## config.mk

```make
export PLATFORM = sky130hd
export DESIGN_NAME = matrix_scan_ctrl_flat
export DESIGN_NICKNAME = d
export VERILOG_FILES = /design/src/rtl/matrix_scan_ctrl_pkg.sv /design/src/rtl/matrix_scan_ctrl_if.sv /design/src/rtl/matrix_scan_ctrl_scan_timer.sv /design/src/rtl/matrix_scan_ctrl.sv /design/src/flat_wrapper.sv
export SDC_FILE = /design/constraint.sdc
export NUM_CORES = 1
export LEC_CHECK = 0
export BUFFER_PORTS_ARGS = -buffer_cell sky130_fd_sc_hd__buf_2
export CORE_ASPECT_RATIO = 0.5
export CORE_MARGIN = 1
export CORE_UTILIZATION = 47
export CTS_BUF_LIST = sky130_fd_sc_hd__clkbuf_16
export CTS_CLUSTER_SIZE = 8
export DETAILED_ROUTE_END_ITERATION = 6
export HOLD_SLACK_MARGIN = 0.12
export PLACE_DENSITY = 0.67
export SLEW_MARGIN = 20
export SYNTH_ARGS = -nofsm -noshare
export SYNTH_HDL_FRONTEND = slang
export SYNTH_SLANG_ARGS = --single-unit
```

## constraint.sdc

```tcl
create_clock -name clk -period 4.6 [get_ports clk]
set_input_delay 0.23 -clock clk [delete_from_list [all_inputs] [get_ports clk]]
set_output_delay 0.23 -clock clk [all_outputs]
set_load 0.01 [all_outputs]
```

## src/rtl/matrix_scan_ctrl_pkg.sv

```systemverilog
`default_nettype none
// ============================================================================
//  Module      : matrix_pkg
//  Description : Shared types and constants for the 8x8 LED matrix scan
//                controller: scan FSM state encoding, frame buffer type,
//                matrix geometry and the tick counter width helper.
//  Revision    : 1.0  initial release
// ============================================================================
package matrix_pkg;

  localparam int MATRIX_ROWS = 8;

  typedef enum logic [1:0] {
    IDLE  = 2'd0,
    SHOW  = 2'd1,
    BLANK = 2'd2
  } scan_state_t;

  // frame[r][c] : row r, column c, 1 = LED on
  typedef logic [7:0][7:0] frame_t;

  // Counter width able to hold 0 .. max(a,b)-1, never narrower than 1 bit.
  function automatic int tick_width(input int a, input int b);
    int m;
    m = (a > b) ? a : b;
    return (m > 1) ? $clog2(m) : 1;
  endfunction

endpackage
`default_nettype wire

```

## src/rtl/matrix_scan_ctrl_if.sv

```systemverilog
`default_nettype none
// ============================================================================
//  Module      : matrix_scan_ctrl_if
//  Description : Control/data bundle of the matrix scan controller.
//                master : drives en, load, frame_in; observes the outputs
//                slave  : the controller itself
//  Signals     : en, load, frame_in[7:0][7:0]  (master -> slave)
//                row_sel[7:0], col_data[7:0], frame_done, pending
//                                               (slave -> master)
//  Revision    : 1.0  initial release
// ============================================================================
interface matrix_scan_ctrl_if;
  import matrix_pkg::*;

  logic       en;
  logic       load;
  frame_t     frame_in;
  logic [7:0] row_sel;
  logic [7:0] col_data;
  logic       frame_done;
  logic       pending;

  modport master (
    output en, load, frame_in,
    input  row_sel, col_data, frame_done, pending
  );

  modport slave (
    input  en, load, frame_in,
    output row_sel, col_data, frame_done, pending
  );

endinterface
`default_nettype wire

```

## src/rtl/matrix_scan_ctrl_scan_timer.sv

```systemverilog
`default_nettype none
// ============================================================================
//  Module      : scan_timer
//  Description : Tick counter for the scan FSM. Counts up every cycle unless
//                clear forces it back to zero; tc flags count == limit.
//  Ports       : clk, reset (async, active-high)
//                clear  - load zero on the next edge
//                limit  - terminal count value
//                tc     - terminal count reached (decoded from the register)
//  Revision    : 1.0  initial release
// ============================================================================
module scan_timer #(
  parameter int WIDTH = 1
) (
  input  logic             clk,
  input  logic             reset,
  input  logic             clear,
  input  logic [WIDTH-1:0] limit,
  output logic             tc
);

  logic [WIDTH-1:0] count;

  always_ff @(posedge clk or posedge reset) begin
    if (reset) begin
      count <= '0;
    end else if (clear) begin
      count <= '0;
    end else begin
      count <= count + WIDTH'(1);
    end
  end

  assign tc = (count == limit);

endmodule
`default_nettype wire

```

## src/rtl/matrix_scan_ctrl.sv

```systemverilog
`default_nettype none
// ============================================================================
//  Module      : matrix_scan_ctrl
//  Description : Double-buffered 8x8 LED matrix row scanner. Each row is
//                driven for ROW_TICKS cycles followed by BLANK_TICKS cycles
//                of all-off blanking. New frames land in a pending buffer and
//                are only swapped into the displayed buffer at frame
//                boundaries, so a frame is never shown half old / half new.
//  Ports       : clk, reset (async, active-high)
//                bus (slave) : en, load, frame_in -> row_sel, col_data,
//                              frame_done, pending
//  Revision    : 1.0  initial release
// ============================================================================
module matrix_scan_ctrl
  import matrix_pkg::*;
#(
  parameter int ROW_TICKS   = 50000,
  parameter int BLANK_TICKS = 500
) (
  input  logic               clk,
  input  logic               reset,
  matrix_scan_ctrl_if.slave  bus
);

  if (ROW_TICKS < 1 || BLANK_TICKS < 1) begin : g_param_check
    $error("matrix_scan_ctrl: ROW_TICKS and BLANK_TICKS must both be >= 1");
  end

  localparam int         TICK_W   = tick_width(ROW_TICKS, BLANK_TICKS);
  localparam logic [2:0] LAST_ROW = 3'(MATRIX_ROWS - 1);

  scan_state_t       state, state_n;
  logic [2:0]        row_idx, row_idx_n;
  frame_t            active_buf;
  frame_t            pending_buf;
  logic              pending_flag;
  logic              swap;
  logic              tc;
  logic              tick_clear;
  logic [TICK_W-1:0] tick_limit;

  // The timer restarts from zero on every state change and stays parked at
  // zero while idle, so each phase always starts at tick 0.
  assign tick_limit = (state == SHOW) ? TICK_W'(ROW_TICKS - 1)
                                      : TICK_W'(BLANK_TICKS - 1);
  assign tick_clear = (state == IDLE) || !bus.en || tc;

  scan_timer #(
    .WIDTH (TICK_W)
  ) u_scan_timer (
    .clk   (clk),
    .reset (reset),
    .clear (tick_clear),
    .limit (tick_limit),
    .tc    (tc)
  );

  always_ff @(posedge clk or posedge reset) begin
    if (reset) begin
      state   <= IDLE;
      row_idx <= '0;
    end else begin
      state   <= state_n;
      row_idx <= row_idx_n;
    end
  end

  // Next state; swap is only ever raised on the two frame-boundary edges.
  always_comb begin
    state_n   = state;
    row_idx_n = row_idx;
    swap      = 1'b0;
    unique case (state)
      IDLE: begin
        if (bus.en) begin
          state_n   = SHOW;
          row_idx_n = '0;
          swap      = pending_flag;
        end
      end
      SHOW: begin
        if (!bus.en) begin
          state_n   = IDLE;
          row_idx_n = '0;
        end else if (tc) begin
          state_n = BLANK;
        end
      end
      BLANK: begin
        if (!bus.en) begin
          state_n   = IDLE;
          row_idx_n = '0;
        end else if (tc) begin
          state_n = SHOW;
          if (row_idx == LAST_ROW) begin
            row_idx_n = '0;
            swap      = pending_flag;
          end else begin
            row_idx_n = row_idx + 3'd1;
          end
        end
      end
      default: begin
        state_n   = IDLE;
        row_idx_n = '0;
      end
    endcase
  end

  // A load on the swap edge is safe: active takes the old pending contents
  // while pending takes the new frame, and the flag stays set.
  always_ff @(posedge clk or posedge reset) begin
    if (reset) begin
      active_buf   <= '0;
      pending_buf  <= '0;
      pending_flag <= 1'b0;
    end else begin
      if (swap) begin
        active_buf <= pending_buf;
      end
      if (bus.load) begin
        pending_buf  <= bus.frame_in;
        pending_flag <= 1'b1;
      end else if (swap) begin
        pending_flag <= 1'b0;
      end
    end
  end

  // Outputs depend on registers only (state, row_idx, timer, buffers).
  always_comb begin
    bus.row_sel    = '0;
    bus.col_data   = '0;
    if (state == SHOW) begin
      bus.row_sel  = 8'h01 << row_idx;
      bus.col_data = active_buf[row_idx];
    end
    bus.frame_done = (state == BLANK) && (row_idx == LAST_ROW) && tc;
    bus.pending    = pending_flag;
  end

endmodule
`default_nettype wire

```

## src/flat_wrapper.sv

```systemverilog
// flat-port wrapper written by rule: the top's interface ports become plain ports
module matrix_scan_ctrl_flat import matrix_pkg::*;
#(
  parameter int ROW_TICKS   = 50000,
  parameter int BLANK_TICKS = 500
)
  (clk, reset, bus_en, bus_load, bus_frame_in, bus_row_sel, bus_col_data, bus_frame_done, bus_pending);
  matrix_scan_ctrl_if bus_i ();
  input  logic clk;
  input  logic reset;
  input wire logic [$bits(bus_i.en)-1:0] bus_en;
  input wire logic [$bits(bus_i.load)-1:0] bus_load;
  input wire logic [$bits(bus_i.frame_in)-1:0] bus_frame_in;
  output wire logic [$bits(bus_i.row_sel)-1:0] bus_row_sel;
  output wire logic [$bits(bus_i.col_data)-1:0] bus_col_data;
  output wire logic [$bits(bus_i.frame_done)-1:0] bus_frame_done;
  output wire logic [$bits(bus_i.pending)-1:0] bus_pending;
  assign bus_i.en = bus_en;
  assign bus_i.load = bus_load;
  assign bus_i.frame_in = bus_frame_in;
  assign bus_row_sel = bus_i.row_sel;
  assign bus_col_data = bus_i.col_data;
  assign bus_frame_done = bus_i.frame_done;
  assign bus_pending = bus_i.pending;
  matrix_scan_ctrl #(.ROW_TICKS(ROW_TICKS), .BLANK_TICKS(BLANK_TICKS)) u_core (.clk(clk), .reset(reset), .bus(bus_i));
endmodule
```

==> key figures, run 1 <==
Floorplanning
  – Starting utilization of the core area: 49.0%
  – Vertical die dimension: 86.8 um
  – Number of cell rows: 30
  – Die W: 172 um
  – Area enclosed by the die boundary: 14900 um^2
  – Boundary Pins: 86
  – Core footprint: 13800 um^2

Yosys
  – Area fraction of the dominant cell type after synthesis: 55.6%
  – Synthesized area per cell: 15.0 um^2
  – Post-synthesis compound-gate area fraction: 2.15%
  – Synth Cell Area: 6760 um^2
  – Distinct cell type count of the synthesized netlist: 42
  – Warning count from the yosys run: 0
  – Synth Net Count: 524
  – Number of flops mapped to enable cells by yosys: 0
  – Share of synthesized area occupied by flip-flops and latches: 55.6%
  – Share of synthesized registers carrying an async set or reset: 100%
  – Simple logic cell fraction of the synthesized area: 5.89%
  – Main combinational cell family by area after synthesis: multiplexers
  – Flip-flop and latch count after synthesis: 150
  – Adder-Cell Fraction of Synth Area: 1.30%
  – Number of standard cells after synthesis: 449
  – Multiplexer area fraction after synthesis: 30.3%
  – Largest area contributor in the synthesized netlist: sky130_fd_sc_hd__dfrtp_1
  – Top area cells in the synthesized netlist: sky130_fd_sc_hd__dfrtp_1, sky130_fd_sc_hd__mux2_4, sky130_fd_sc_hd__mux2_2
  – Xor and xnor fraction of the mapped netlist area: 1.94%
  – Flip-flop cell with the highest count after synthesis: sky130_fd_sc_hd__dfrtp_1

Clock network
  – Post-CTS repair timing setup buffer count: 0
  – Clock tree from TritonCTS: built
  – Number of H-tree branching levels: 4
  – Clock Tree Root: sky130_fd_sc_hd__clkbuf_16
  – Resized Gates After CTS: 0
  – Num CTS Buffers: 17
  – Worst-Skew Late Latency: 0.42 ns
  – Reg clk slew, reported paths: 0.07 ns
  – # hold bufs at CTS: 65
  – CTS max path bufs: 2
  – Clock sinks: 150

Setup path
  – Critical path launch point type: register
  – Crit Path Class: reg2reg
  – Arrival time at the worst endpoint: 3.01 ns
  – Worst Reg-to-Reg Cells: 6
  – Endpoint type of the worst setup path: register
  – Data required time at the worst endpoint: 4.91 ns
  – Crit path max fanout: 64

Drt
  – Post-route ant nets: 0
  – Wire length after detailed routing: 13600 um
  – Vias per Instance: 5.09
  – Number of remaining DRC errors: 0
  – Routed wire length per instance: 16.9 um
  – First-pass iteration count of the detailed router: 4
  – Vias: 4099
  – Initial DRC Count: 170

Layout
  – Fill cell total of the finished layout: 1071
  – Area added between synthesis and finish: 27.2%
  – Number of antenna repair diodes: 0
  – Cell area after layout: 8590 um^2
  – Total number of nets in the final design: 675
  – Share of cells above drive strength 1: 45.0%
  – Leading cell type in the layout, fill and taps excluded: sky130_fd_sc_hd__dfrtp_1
  – Highest-count cells in the layout ignoring fill and taps: sky130_fd_sc_hd__dfrtp_1, sky130_fd_sc_hd__buf_2, sky130_fd_sc_hd__mux2_2

Timing
  – Final-layout setup total negative slack: 0 ns
  – Number of hold-slack violations in the final timing report: 0
  – Worst Setup Slack, final: 1.90 ns
  – Final Cycle Share: 58.7%
  – Fmax achieved: 371 MHz
  – RSZ-0062 raised after global routing: no
  – Time the worst path needs with I/O delays and setup: 2.70 ns
  – Final count of pins violating max slew: 0
  – Clock skew: 0.00697 ns
  – Worst Hold Margin: 0.158 ns
  – Number of endpoints failing setup at the final stage: 0
  – Transition time at the pin with the least slew margin: 0.620 ns
  – Max-slew headroom: 58.5%

Outcome
  – Status: complete, no violations

Power and ir drop
  – Combinational Power Share: 14.6%
  – Cell area power density: 409 nW/um^2
  – VDD IR-drop max: 307 uV
  – Net switching fraction of the power: 25.3%
  – Portion of total power attributed to sequential cells: 46.2%
  – Sw power: 889 uW
  – Leakage dissipation: 0.00384 uW
  – Clock power share: 39.2%
  – Internal power: 2620 uW

Placed design
  – Setup Slack @ Placement: 1.94 ns
  – RD Place Congestion: 0.834
  – Placed instance area: 7320 um^2
  – Port Buffers: 85
  – Detailed Place HPWL: 8460 um

Global route
  – Number of antenna violations at the first check in global routing: 0
  – Wire length of the first global-routing pass: 22400 um
  – GR Util All Layers: 20.2%
  – Number of global-route vias before repair: 4316
  – Maximum number of pins on one net before global-route repair: 110
  – GRT Residual Overflow: 0

Min path
  – WHS Path Cells: 3
  – Path category of the worst min-delay check: in2reg

Run
  – Maximum Capacitance Violations: 0
==> final timing paths <==
check / startpoint / slack [ns] / endpoint
setup / recovery: u_core.u_scan_timer.count[2] / 1.90 / u_core.active_buf[62]
hold reg to reg: u_core.u_scan_timer.count[0] / 0.48 / u_core.u_scan_timer.count[0]
min in group asynchronous: reset / 0.39 / u_core.u_scan_timer.count[13]
setup reg to reg: u_core.u_scan_timer.count[2] / 1.90 / u_core.active_buf[62]
max in group asynchronous: reset / 2.98 / u_core.active_buf[45]
hold / removal: bus_en / 0.16 / u_core.state[1]
==> cells in the mapped netlist (2+ instances only) <==
library cell,count
sky130_fd_sc_hd__nand3_1,5
sky130_fd_sc_hd__and2_1,3
sky130_fd_sc_hd__a21oi_1,9
sky130_fd_sc_hd__mux2_2,70
sky130_fd_sc_hd__dfrtp_1,150
sky130_fd_sc_hd__buf_8,6
sky130_fd_sc_hd__clkbuf_1,17
sky130_fd_sc_hd__nor4_1,2
sky130_fd_sc_hd__ha_1,7
sky130_fd_sc_hd__buf_1,2
sky130_fd_sc_hd__and4_1,2
sky130_fd_sc_hd__xnor2_1,4
sky130_fd_sc_hd__nor3_1,2
sky130_fd_sc_hd__nor2_1,19
sky130_fd_sc_hd__mux4_2,16
sky130_fd_sc_hd__nand4_1,5
sky130_fd_sc_hd__mux2_4,60
sky130_fd_sc_hd__nand2_1,24
sky130_fd_sc_hd__and3_1,6
sky130_fd_sc_hd__xor2_1,11
sky130_fd_sc_hd__inv_1,8
==> registers in the layout, summed over array words and instances, names as in the netlist <==
signal / count
u_core.u_scan_timer.count: 16
u_core.active_buf: 64
u_core.bus.pending: 1
u_core.pending_buf: 64
u_core.state: 2
u_core.row_idx: 3
==> power by group through the flow <==
| stage | sequential, uW | clock (uW) | combinational (uW) |
|---|---|---|---|
| 2_1_floorplan | 1600 | 0 | 382 |
| 3_3_place_gp | 1640 | 0 | 453 |
| 3_5_place_dp | 1650 | 0 | 467 |
| 4_1_cts | 1620 | 1400 | 513 |
| 5_1_grt | 1650 | 1450 | 551 |
| 6_report | 1620 | 1380 | 511 |
==> per-stage QoR <==
step | instances | power, uW | util (%)
6_report | 805 | 3510 | 62.4
5_1_grt | 805 | 3650 | 62.4
4_1_cts | 804 | 3540 | 62.2
3_5_place_dp | 707 | 2110 | 53.2
3_3_place_gp | 706 | 2090 | 53.1
2_1_floorplan | 449 | 1980 | -
==> kinds of logic after synthesis <==
family / Yosys count
AND/OR/NAND/NOR: 78
adder cells (fa/ha/maj): 7
XOR/XNOR: 15
AO/OA/AOI/OAI: 20
buffers and inverters: 33
flip-flops: 150
multiplexers: 146
==> layout make-up <==
cell class | instances | area (um^2) | share of cell area, %
Sequential cell | 150 | 3750 | 43.7
Multi-Input combinational cell | 266 | 2810 | 32.7
Timing Repair Buffer | 157 | 1160 | 13.5
Clock buffer | 17 | 425 | 4.95
Tap cell | 192 | 240 | 2.80
Clock inverter | 15 | 165 | 1.92
Inverter | 8 | 35.0 | 0.408
==> layer usage <==
layer  track usage (%)  share of wire (%)  vias up
met5                 0                  0        -
met4              7.06                1.4        0
met3              4.38                2.8       20
met2              32.1                 47       64
met1              27.6                 48     2108
li1                  -                  -     1907
==> worst max-delay path: stages, from the launching register on <==
cell                      delay [ns]
sky130_fd_sc_hd__dfrtp_1        0.44
sky130_fd_sc_hd__or4b_1         0.55
sky130_fd_sc_hd__o41ai_2        0.36
sky130_fd_sc_hd__nand3_2        0.20
sky130_fd_sc_hd__o22ai_4        0.18
sky130_fd_sc_hd__buf_12         0.41
sky130_fd_sc_hd__mux2_2         0.39
Note: power is estimated with default switching activity, not from simulation.
==> run 2: changes to the inputs <==
ABC_AREA = 1   (was unset)
PLACE_DENSITY = 0.69   (was 0.67)
clock period = 2.3 ns   (was 4.6 ns; I/O delays follow)
==> key figures, run 2 <==
Floorplanning
  – Die W: 172 um (+0.48%)
  – Starting utilization of the core area: 49.3% (+0.20 points)
  – Core footprint: 13900 um^2 (+0.55%)
  – Number of cell rows: 30 (unchanged)
  – Boundary Pins: 86 (unchanged)
  – Area enclosed by the die boundary: 15000 um^2 (+0.95%)
  – Vertical die dimension: 87.2 um (+0.47%)

Placed design
  – Detailed Place HPWL: 10700 um (+27%)
  – Placed instance area: 7360 um^2 (+0.48%)
  – Port Buffers: 85 (unchanged)
  – RD Place Congestion: 0.860 (+3.2%)

Drt
  – Initial DRC Count: 476 (+180%)
  – Vias per Instance: 5.01 (-1.6%)
  – Post-route ant nets: 0 (unchanged)
  – Wire length after detailed routing: 16700 um (+23%)
  – Number of remaining DRC errors: 0 (unchanged)
  – First-pass iteration count of the detailed router: 5 (+1)
  – Vias: 5975 (+46%)
  – Routed wire length per instance: 14.0 um (-17%)

Timing
  – Number of endpoints failing setup at the final stage: 0 (unchanged)
  – Transition time at the pin with the least slew margin: 0.692 ns (+0.0714 ns)
  – Worst Hold Margin: 0.300 ns (+0.143 ns)
  – Final-layout setup total negative slack: 0 ns (unchanged)
  – Clock skew: 0.0107 ns (+0.00372 ns)
  – Final count of pins violating max slew: 0 (unchanged)
  – Time the worst path needs with I/O delays and setup: 2.20 ns
  – Final Cycle Share: 95.7%
  – Number of hold-slack violations in the final timing report: 0 (unchanged)
  – Max-slew headroom: 53.8% (-4.7 points)
  – Fmax achieved: 454 MHz
  – RSZ-0062 raised after global routing: no

Run
  – Maximum Capacitance Violations: 0 (unchanged)

Layout
  – Total number of nets in the final design: 1063 (+57%)
  – Leading cell type in the layout, fill and taps excluded: sky130_fd_sc_hd__nand2_1
  – Share of cells above drive strength 1: 13.8% (-31 points)
  – Top flop regs: u_core.active_buf: 64 flops, u_core.pending_buf: 64 flops, u_core.u_scan_timer.count: 16 flops
  – Final cell utilization of the core: 62.3% (about the same)
  – Area added between synthesis and finish: 26.6%
  – Highest-count cells in the layout ignoring fill and taps: sky130_fd_sc_hd__nand2_1, sky130_fd_sc_hd__dfrtp_1, sky130_fd_sc_hd__buf_2
  – Fill cell total of the finished layout: 1211 (+13%)
  – Number of antenna repair diodes: 0 (unchanged)
  – Cell area after layout: 8630 um^2 (+0.48%)

Yosys
  – Synth Cell Area: 6820 um^2 (+0.96%)
  – Largest area contributor in the synthesized netlist: sky130_fd_sc_hd__dfrtp_1
  – Top area cells in the synthesized netlist: sky130_fd_sc_hd__dfrtp_1, sky130_fd_sc_hd__nand2_1, sky130_fd_sc_hd__nand3_1
  – Synth Net Count: 925 (+77%)
  – Flip-flop cell with the highest count after synthesis: sky130_fd_sc_hd__dfrtp_1
  – Synthesized area per cell: 8.03 um^2 (-47%)
  – Share of synthesized area occupied by flip-flops and latches: 55.0% (-0.53 points)
  – Share of synthesized registers carrying an async set or reset: 100% (unchanged)
  – Area fraction of the dominant cell type after synthesis: 55.0% (-0.53 points)
  – Most used standard cells in the synthesized netlist: sky130_fd_sc_hd__nand2_1, sky130_fd_sc_hd__dfrtp_1, sky130_fd_sc_hd__nand3_1, sky130_fd_sc_hd__nor2_1, sky130_fd_sc_hd__o21ai_0
  – Distinct cell type count of the synthesized netlist: 26 (-38%)
  – Number of standard cells after synthesis: 850 (+89%)
  – Number of flops mapped to enable cells by yosys: 0 (unchanged)
  – Flip-flop and latch count after synthesis: 150 (unchanged)
  – Most numerous cell in the Yosys netlist: sky130_fd_sc_hd__nand2_1
  – Warning count from the yosys run: 0 (unchanged)

Setup path
  – Kind of cell with the highest combined delay on the critical path: buffers and inverters
  – Endpoint type of the worst setup path: output port
  – Slowest-stage cell, CP: sky130_fd_sc_hd__dfrtp_1
  – Worst Reg-to-Reg Cells: 7 (+1)
  – Crit path max fanout: 35 (-45%)
  – Biggest cell delay along the critical path: 0.40 ns (-0.15 ns)
  – Count of buffering cells on the critical path with inverters included: 4 (+3)
  – Arrival time at the worst endpoint: 2.09 ns (-0.92 ns)
  – Crit Path Class: reg2out
  – Data required time at the worst endpoint: 2.18 ns (-2.73 ns)
  – Origin of the critical flop-to-flop path: u_core.row_idx[2]
  – CP Launch Point: u_core.row_idx[0]
  – Critical path launch point type: register
  – Number of cells on the critical path: 8 (+2)
  – Crit-path cells: buf_6 -> inv_1 -> buf_12 -> o21ai_0 -> o22ai_1 -> nand2_1 -> a21oi_1 -> buf_2

Clock network
  – Worst-Skew Late Latency: 0.43 ns (about the same)
  – Num CTS Buffers: 17 (unchanged)
  – Reg clk slew, reported paths: 0.07 ns (about the same)
  – Clock tree from TritonCTS: built
  – Number of H-tree branching levels: 4 (unchanged)
  – CTS max path bufs: 2 (unchanged)
  – Clock Tree Root: sky130_fd_sc_hd__clkbuf_16
  – Clock sinks: 150 (unchanged)

Global route
  – Number of antenna violations at the first check in global routing: 0 (unchanged)
  – Number of global-route vias before repair: 5801 (+34%)
  – Maximum number of pins on one net before global-route repair: 66 (-40%)
  – GR Util All Layers: 24.3% (+4.1 points)
  – GRT Residual Overflow: 0 (unchanged)
  – Wire length of the first global-routing pass: 28100 um (+25%)

Power and ir drop
  – VDD IR-drop max: 562 uV (+83%)
  – Cell area power density: 821 nW/um^2 (+100%)
  – Leakage dissipation: 0.00450 uW (+17%)

Outcome
  – Status: complete, no violations

Min path
  – Hold path startpoint: bus_load
  – WHS Path Cells: 4 (+1)
  – Path category of the worst min-delay check: in2reg
==> run 2: cell types whose count changed in the layout (fill, tap and decap cells not counted), moves of 16 or more <==
cell                      change
sky130_fd_sc_hd__inv_1       +22
sky130_fd_sc_hd__mux2_2      -70
sky130_fd_sc_hd__mux2_4      -60
sky130_fd_sc_hd__mux4_2      -16
sky130_fd_sc_hd__nand2_1    +348
sky130_fd_sc_hd__nand3_1     +69
sky130_fd_sc_hd__nor2_1      +54
sky130_fd_sc_hd__o21ai_0     +37
==> run 2: path summary, 6_finish.rpt <==
check | end | slack [ns]
worst min-delay path | u_core.pending_buf[48] | 0.30
worst min register to register | u_core.active_buf[44] | 0.47
max in group asynchronous | u_core.pending_buf[17] | 1.23
worst max-delay path | bus_col_data[5] | 0.1
worst max register to register | u_core.active_buf[11] | 0.31
min in group asynchronous | u_core.u_scan_timer.count[5] | 0.34
==> run 2: area by class of cell <==
type / instances / area, um^2 / share of cell area (%)
flip-flops and latches: 150 / 3750 / 43.5
multi-input cells: 620 / 2680 / 31.0
repair buffers: 165 / 1230 / 14.3
clock buffers: 17 / 425 / 4.93
well taps: 192 / 240 / 2.78
clock inverters: 15 / 169 / 1.96
inverters: 34 / 135 / 1.57
==> run 2: metal layers <==
layer / track usage (%) / wire [um] / vias up
met3: 4.91 / 755 / 21
met2: 35.9 / 7310 / 149
met4: 8.13 / 250 / 0
met1: 35.7 / 8420 / 2836
met5: 0 / 0 / -
li1: - / - / 2969
==> run 2: report_power, final <==
group / switching (uW) / internal, uW / total, uW / leakage [uW]
combinational: 558 / 396 / 954 / 0.00232
sequential: 264 / 3040 / 3310 / 0.00189
clock: 1200 / 1630 / 2830 / 0.000292
==> run 2: stage by stage <==
stage	worst slack, ns	total power, uW	cells
2_1_floorplan	0.296	3880	850
5_1_grt	0.00168	7440	1193
4_1_cts	0.0101	7130	1193
3_3_place_gp	0.374	4170	1095
6_report	0.0981	7090	1193
3_5_place_dp	0.367	4210	1095
==> run 2: logic make-up after synthesis <==
logic type / synth area share, %
simple gates: 32.2
flops: 55.0
buf+inv: 5.91
compound gates: 5.15
fa+ha+maj: 1.28
xor+xnor: 0.385
==> run 2: what timing repair did <==
action | 4_1_cts | 5_1_grt
buffers inserted | 0 | 0
endpoints found under the hold margin | 92 | 0
hold buffers | 66 | 0
pin swaps | 0 | 0
setup endpoints to repair | 8 | 8
resized for setup | 2 | 3
==> run 2: tightest hold or removal path, cell delays in order <==
cell and delay [ns]:
sky130_fd_sc_hd__buf_2 0.11, sky130_fd_sc_hd__buf_4 0.30, sky130_fd_sc_hd__nand2_1 0.12, sky130_fd_sc_hd__nand2_1 0.04
==> run 3: changes to the inputs <==
PLACE_DENSITY = 0.67   (was 0.69)
SETUP_SLACK_MARGIN = 0.3   (was unset)
clock period = 2.6 ns   (was 2.3 ns; I/O delays follow)
==> key figures, run 3 (synthesis gave the netlist of run 2 again) <==
Power and ir drop
  – Portion of total power attributed to sequential cells: 45.7% (-1.0 points)
  – Sw power: 1750 uW (-13%)
  – Net switching fraction of the power: 27.3% (-1.2 points)
  – Combinational Power Share: 13.2% (-0.3 points)
  – Cell area power density: 739 nW/um^2 (-10%)
  – Internal power: 4660 uW (-8.0%)
  – VDD IR-drop max: 470 uV (-16%)
  – Clock power share: 41.0% (+1.1 points)
  – Leakage dissipation: 0.00452 uW (+0.42%)

Timing
  – Number of hold-slack violations in the final timing report: 0 (unchanged)
  – Final count of pins violating max slew: 0 (unchanged)
  – Max-slew headroom: 55.2% (+1.5 points)
  – Final-layout setup total negative slack: 0 ns (unchanged)
  – Final Cycle Share: 84.6%
  – RSZ-0062 raised after global routing: no
  – Worst Hold Margin: 0.243 ns (-0.0575 ns)
  – Fmax achieved: 455 MHz
  – Transition time at the pin with the least slew margin: 0.671 ns (-0.0203 ns)
  – Clock skew: 0.0120 ns (+0.00135 ns)
  – Number of endpoints failing setup at the final stage: 0 (unchanged)
  – Time the worst path needs with I/O delays and setup: 2.20 ns

Setup path
  – Kind of cell with the highest combined delay on the critical path: buffers and inverters
  – Crit path max fanout: 11 (-69%)
  – Arrival time at the worst endpoint: 2.07 ns (-0.02 ns)
  – Crit Path Class: reg2out
  – Count of buffering cells on the critical path with inverters included: 3 (-1)
  – Data required time at the worst endpoint: 2.47 ns (+0.29 ns)
  – Biggest cell delay along the critical path: 0.44 ns (+0.04 ns)
  – Slowest-stage cell, CP: sky130_fd_sc_hd__dfrtp_1
  – Critical path launch point type: register
  – Crit-path cells: inv_2 -> buf_4 -> o21ai_0 -> o22ai_1 -> nand2_1 -> a21oi_1 -> buf_2
  – Endpoint type of the worst setup path: output port

Placed design
  – Port Buffers: 85 (unchanged)
  – Placed instance area: 7380 um^2 (+0.27%)
  – Detailed Place HPWL: 11100 um (+3.3%)
  – RD Place Congestion: 0.867 (+0.83%)

Drt
  – Initial DRC Count: 446 (-6.3%)
  – Wire length after detailed routing: 17100 um (+2.2%)
  – Number of remaining DRC errors: 0 (unchanged)
  – Vias per Instance: 5.05 (+0.85%)
  – Routed wire length per instance: 14.3 um (+2.2%)
  – Post-route ant nets: 0 (unchanged)
  – First-pass iteration count of the detailed router: 5 (unchanged)
  – Vias: 6026 (+0.85%)

Global route
  – GRT Residual Overflow: 0 (unchanged)
  – Number of global-route vias before repair: 5814 (+0.22%)
  – Wire length of the first global-routing pass: 28600 um (+1.7%)
  – GR Util All Layers: 24.9% (+0.59 points)
  – Maximum number of pins on one net before global-route repair: 69 (+4.5%)
  – Number of antenna violations at the first check in global routing: 0 (unchanged)

Clock network
  – Number of H-tree branching levels: 4 (unchanged)
  – Clock Tree Root: sky130_fd_sc_hd__clkbuf_16
  – Reg clk slew, reported paths: 0.07 ns (about the same)
  – CTS max path bufs: 2 (unchanged)
  – Clock tree from TritonCTS: built
  – Worst-Skew Late Latency: 0.42 ns (about the same)
  – Num CTS Buffers: 17 (unchanged)
  – Clock sinks: 150 (unchanged)
  – Post-CTS repair timing setup buffer count: 0 (unchanged)

Layout
  – Area of all sequential standard cells: 3750 um^2 (unchanged)
  – Top flop regs: u_core.active_buf: 64 flops, u_core.pending_buf: 64 flops, u_core.u_scan_timer.count: 16 flops
  – Number of antenna repair diodes: 0 (unchanged)
  – Cell area after layout: 8670 um^2 (+0.45%)
  – Total number of nets in the final design: 1064 (+0.094%)
  – Leading cell type in the layout, fill and taps excluded: sky130_fd_sc_hd__nand2_1
  – Highest-count cells in the layout ignoring fill and taps: sky130_fd_sc_hd__nand2_1, sky130_fd_sc_hd__dfrtp_1, sky130_fd_sc_hd__buf_2
  – Fill cell total of the finished layout: 1196 (-1.2%)
  – Area occupied by multi-input gates: 2680 um^2 (unchanged)
  – Share of cells above drive strength 1: 14.0% (+0.20 points)
  – Area added between synthesis and finish: 27.1%

Floorplanning
  – Core footprint: 13900 um^2 (unchanged)
  – Boundary Pins: 86 (unchanged)
  – Vertical die dimension: 87.2 um (unchanged)
  – Area enclosed by the die boundary: 15000 um^2 (unchanged)
  – Starting utilization of the core area: 49.3% (unchanged)
  – Die W: 172 um (unchanged)
  – Number of cell rows: 30 (unchanged)

Outcome
  – Status: complete, no violations

Run
  – Maximum Capacitance Violations: 0 (unchanged)

Min path
  – Path category of the worst min-delay check: in2reg
==> run 3: changes by cell type in the layout (fill, tap and decap cells not counted) <==
cell                         delta
sky130_fd_sc_hd__clkinv_4       -1
sky130_fd_sc_hd__bufinv_16      +2
sky130_fd_sc_hd__inv_2          +1
sky130_fd_sc_hd__clkinv_1       -2
sky130_fd_sc_hd__clkinv_2       +1
sky130_fd_sc_hd__buf_4          +1
sky130_fd_sc_hd__inv_8          -1
sky130_fd_sc_hd__clkinvlp_4     +1
sky130_fd_sc_hd__inv_6          -2
==> run 3: final timing paths <==
check                           slack, ns             startpoint                     end  depth (start not counted)
worst max-delay path                 0.40      u_core.row_idx[0]         bus_col_data[4]                          7
worst min-delay path                 0.24               bus_load  u_core.pending_buf[58]                          3
worst max register to register       0.57        u_core.state[0]   u_core.active_buf[61]                         10
worst min register to register       0.47  u_core.active_buf[20]   u_core.active_buf[20]                          2
max in group asynchronous            1.61                  reset  u_core.pending_buf[31]                          4
min in group asynchronous            0.29                  reset  u_core.pending_buf[19]                          3
==> run 3: repair_timing <==
| action | 4_1_cts | 5_1_grt |
|---|---|---|
| gates resized for setup | 2 | 1 |
| endpoints found under the setup margin | 1 | 2 |
| hold buffers | 66 | 0 |
| hold endpoints to repair | 81 | 0 |
==> run 3: through the flow <==
step	power (uW)	setup WS [ns]	util (%)	cells
CTS	6450	0.319	62.6	1193
floorplan	3430	0.581	-	850
detailed placement	3720	0.610	53.3	1096
global placement	3700	0.658	53.3	1096
finish	6410	0.400	62.6	1193
global route	6710	0.303	62.6	1193
==> run 3: worst register-to-register path, stage by stage, from the launching register on <==
cell and delay, ns:
sky130_fd_sc_hd__dfrtp_1 0.41, sky130_fd_sc_hd__inv_2 0.10, sky130_fd_sc_hd__nor2_4 0.04, sky130_fd_sc_hd__inv_1 0.29
sky130_fd_sc_hd__nand2_1 0.12, sky130_fd_sc_hd__nand4_1 0.13, sky130_fd_sc_hd__nand2_2 0.09, sky130_fd_sc_hd__nand2_2 0.33
sky130_fd_sc_hd__buf_12 0.28, sky130_fd_sc_hd__nand2_1 0.11, sky130_fd_sc_hd__nand2_1 0.07
==> run 3: area by class of cell <==
type                            instances  share of cell area (%)
Multi-Input combinational cell        620                    30.9
Tap cell                              192                    2.77
Sequential cell                       150                    43.3
Clock buffer                           17                    4.91
Clock inverter                         14                    2.31
Timing Repair Buffer                  166                    14.3
Inverter                               34                    1.56
==> run 3: power groups by stage <==
stage               clock [uW]  sequential [uW]  combinational, uW
floorplan                    0             2870                564
global placement             0             2950                744
detailed placement           0             2950                771
CTS                       2680             2920                854
global route              2770             2960                980
finish                    2630             2930                847
==> run 3: layer usage <==
metal | vias to the layer above | GRT usage (%) | routed length, um
met5 | - | 0 | 0
met4 | 0 | 6.84 | 186
met3 | 16 | 5.77 | 860
met2 | 153 | 38.0 | 7670
met1 | 2892 | 35.6 | 8400
li1 | 2965 | - | -
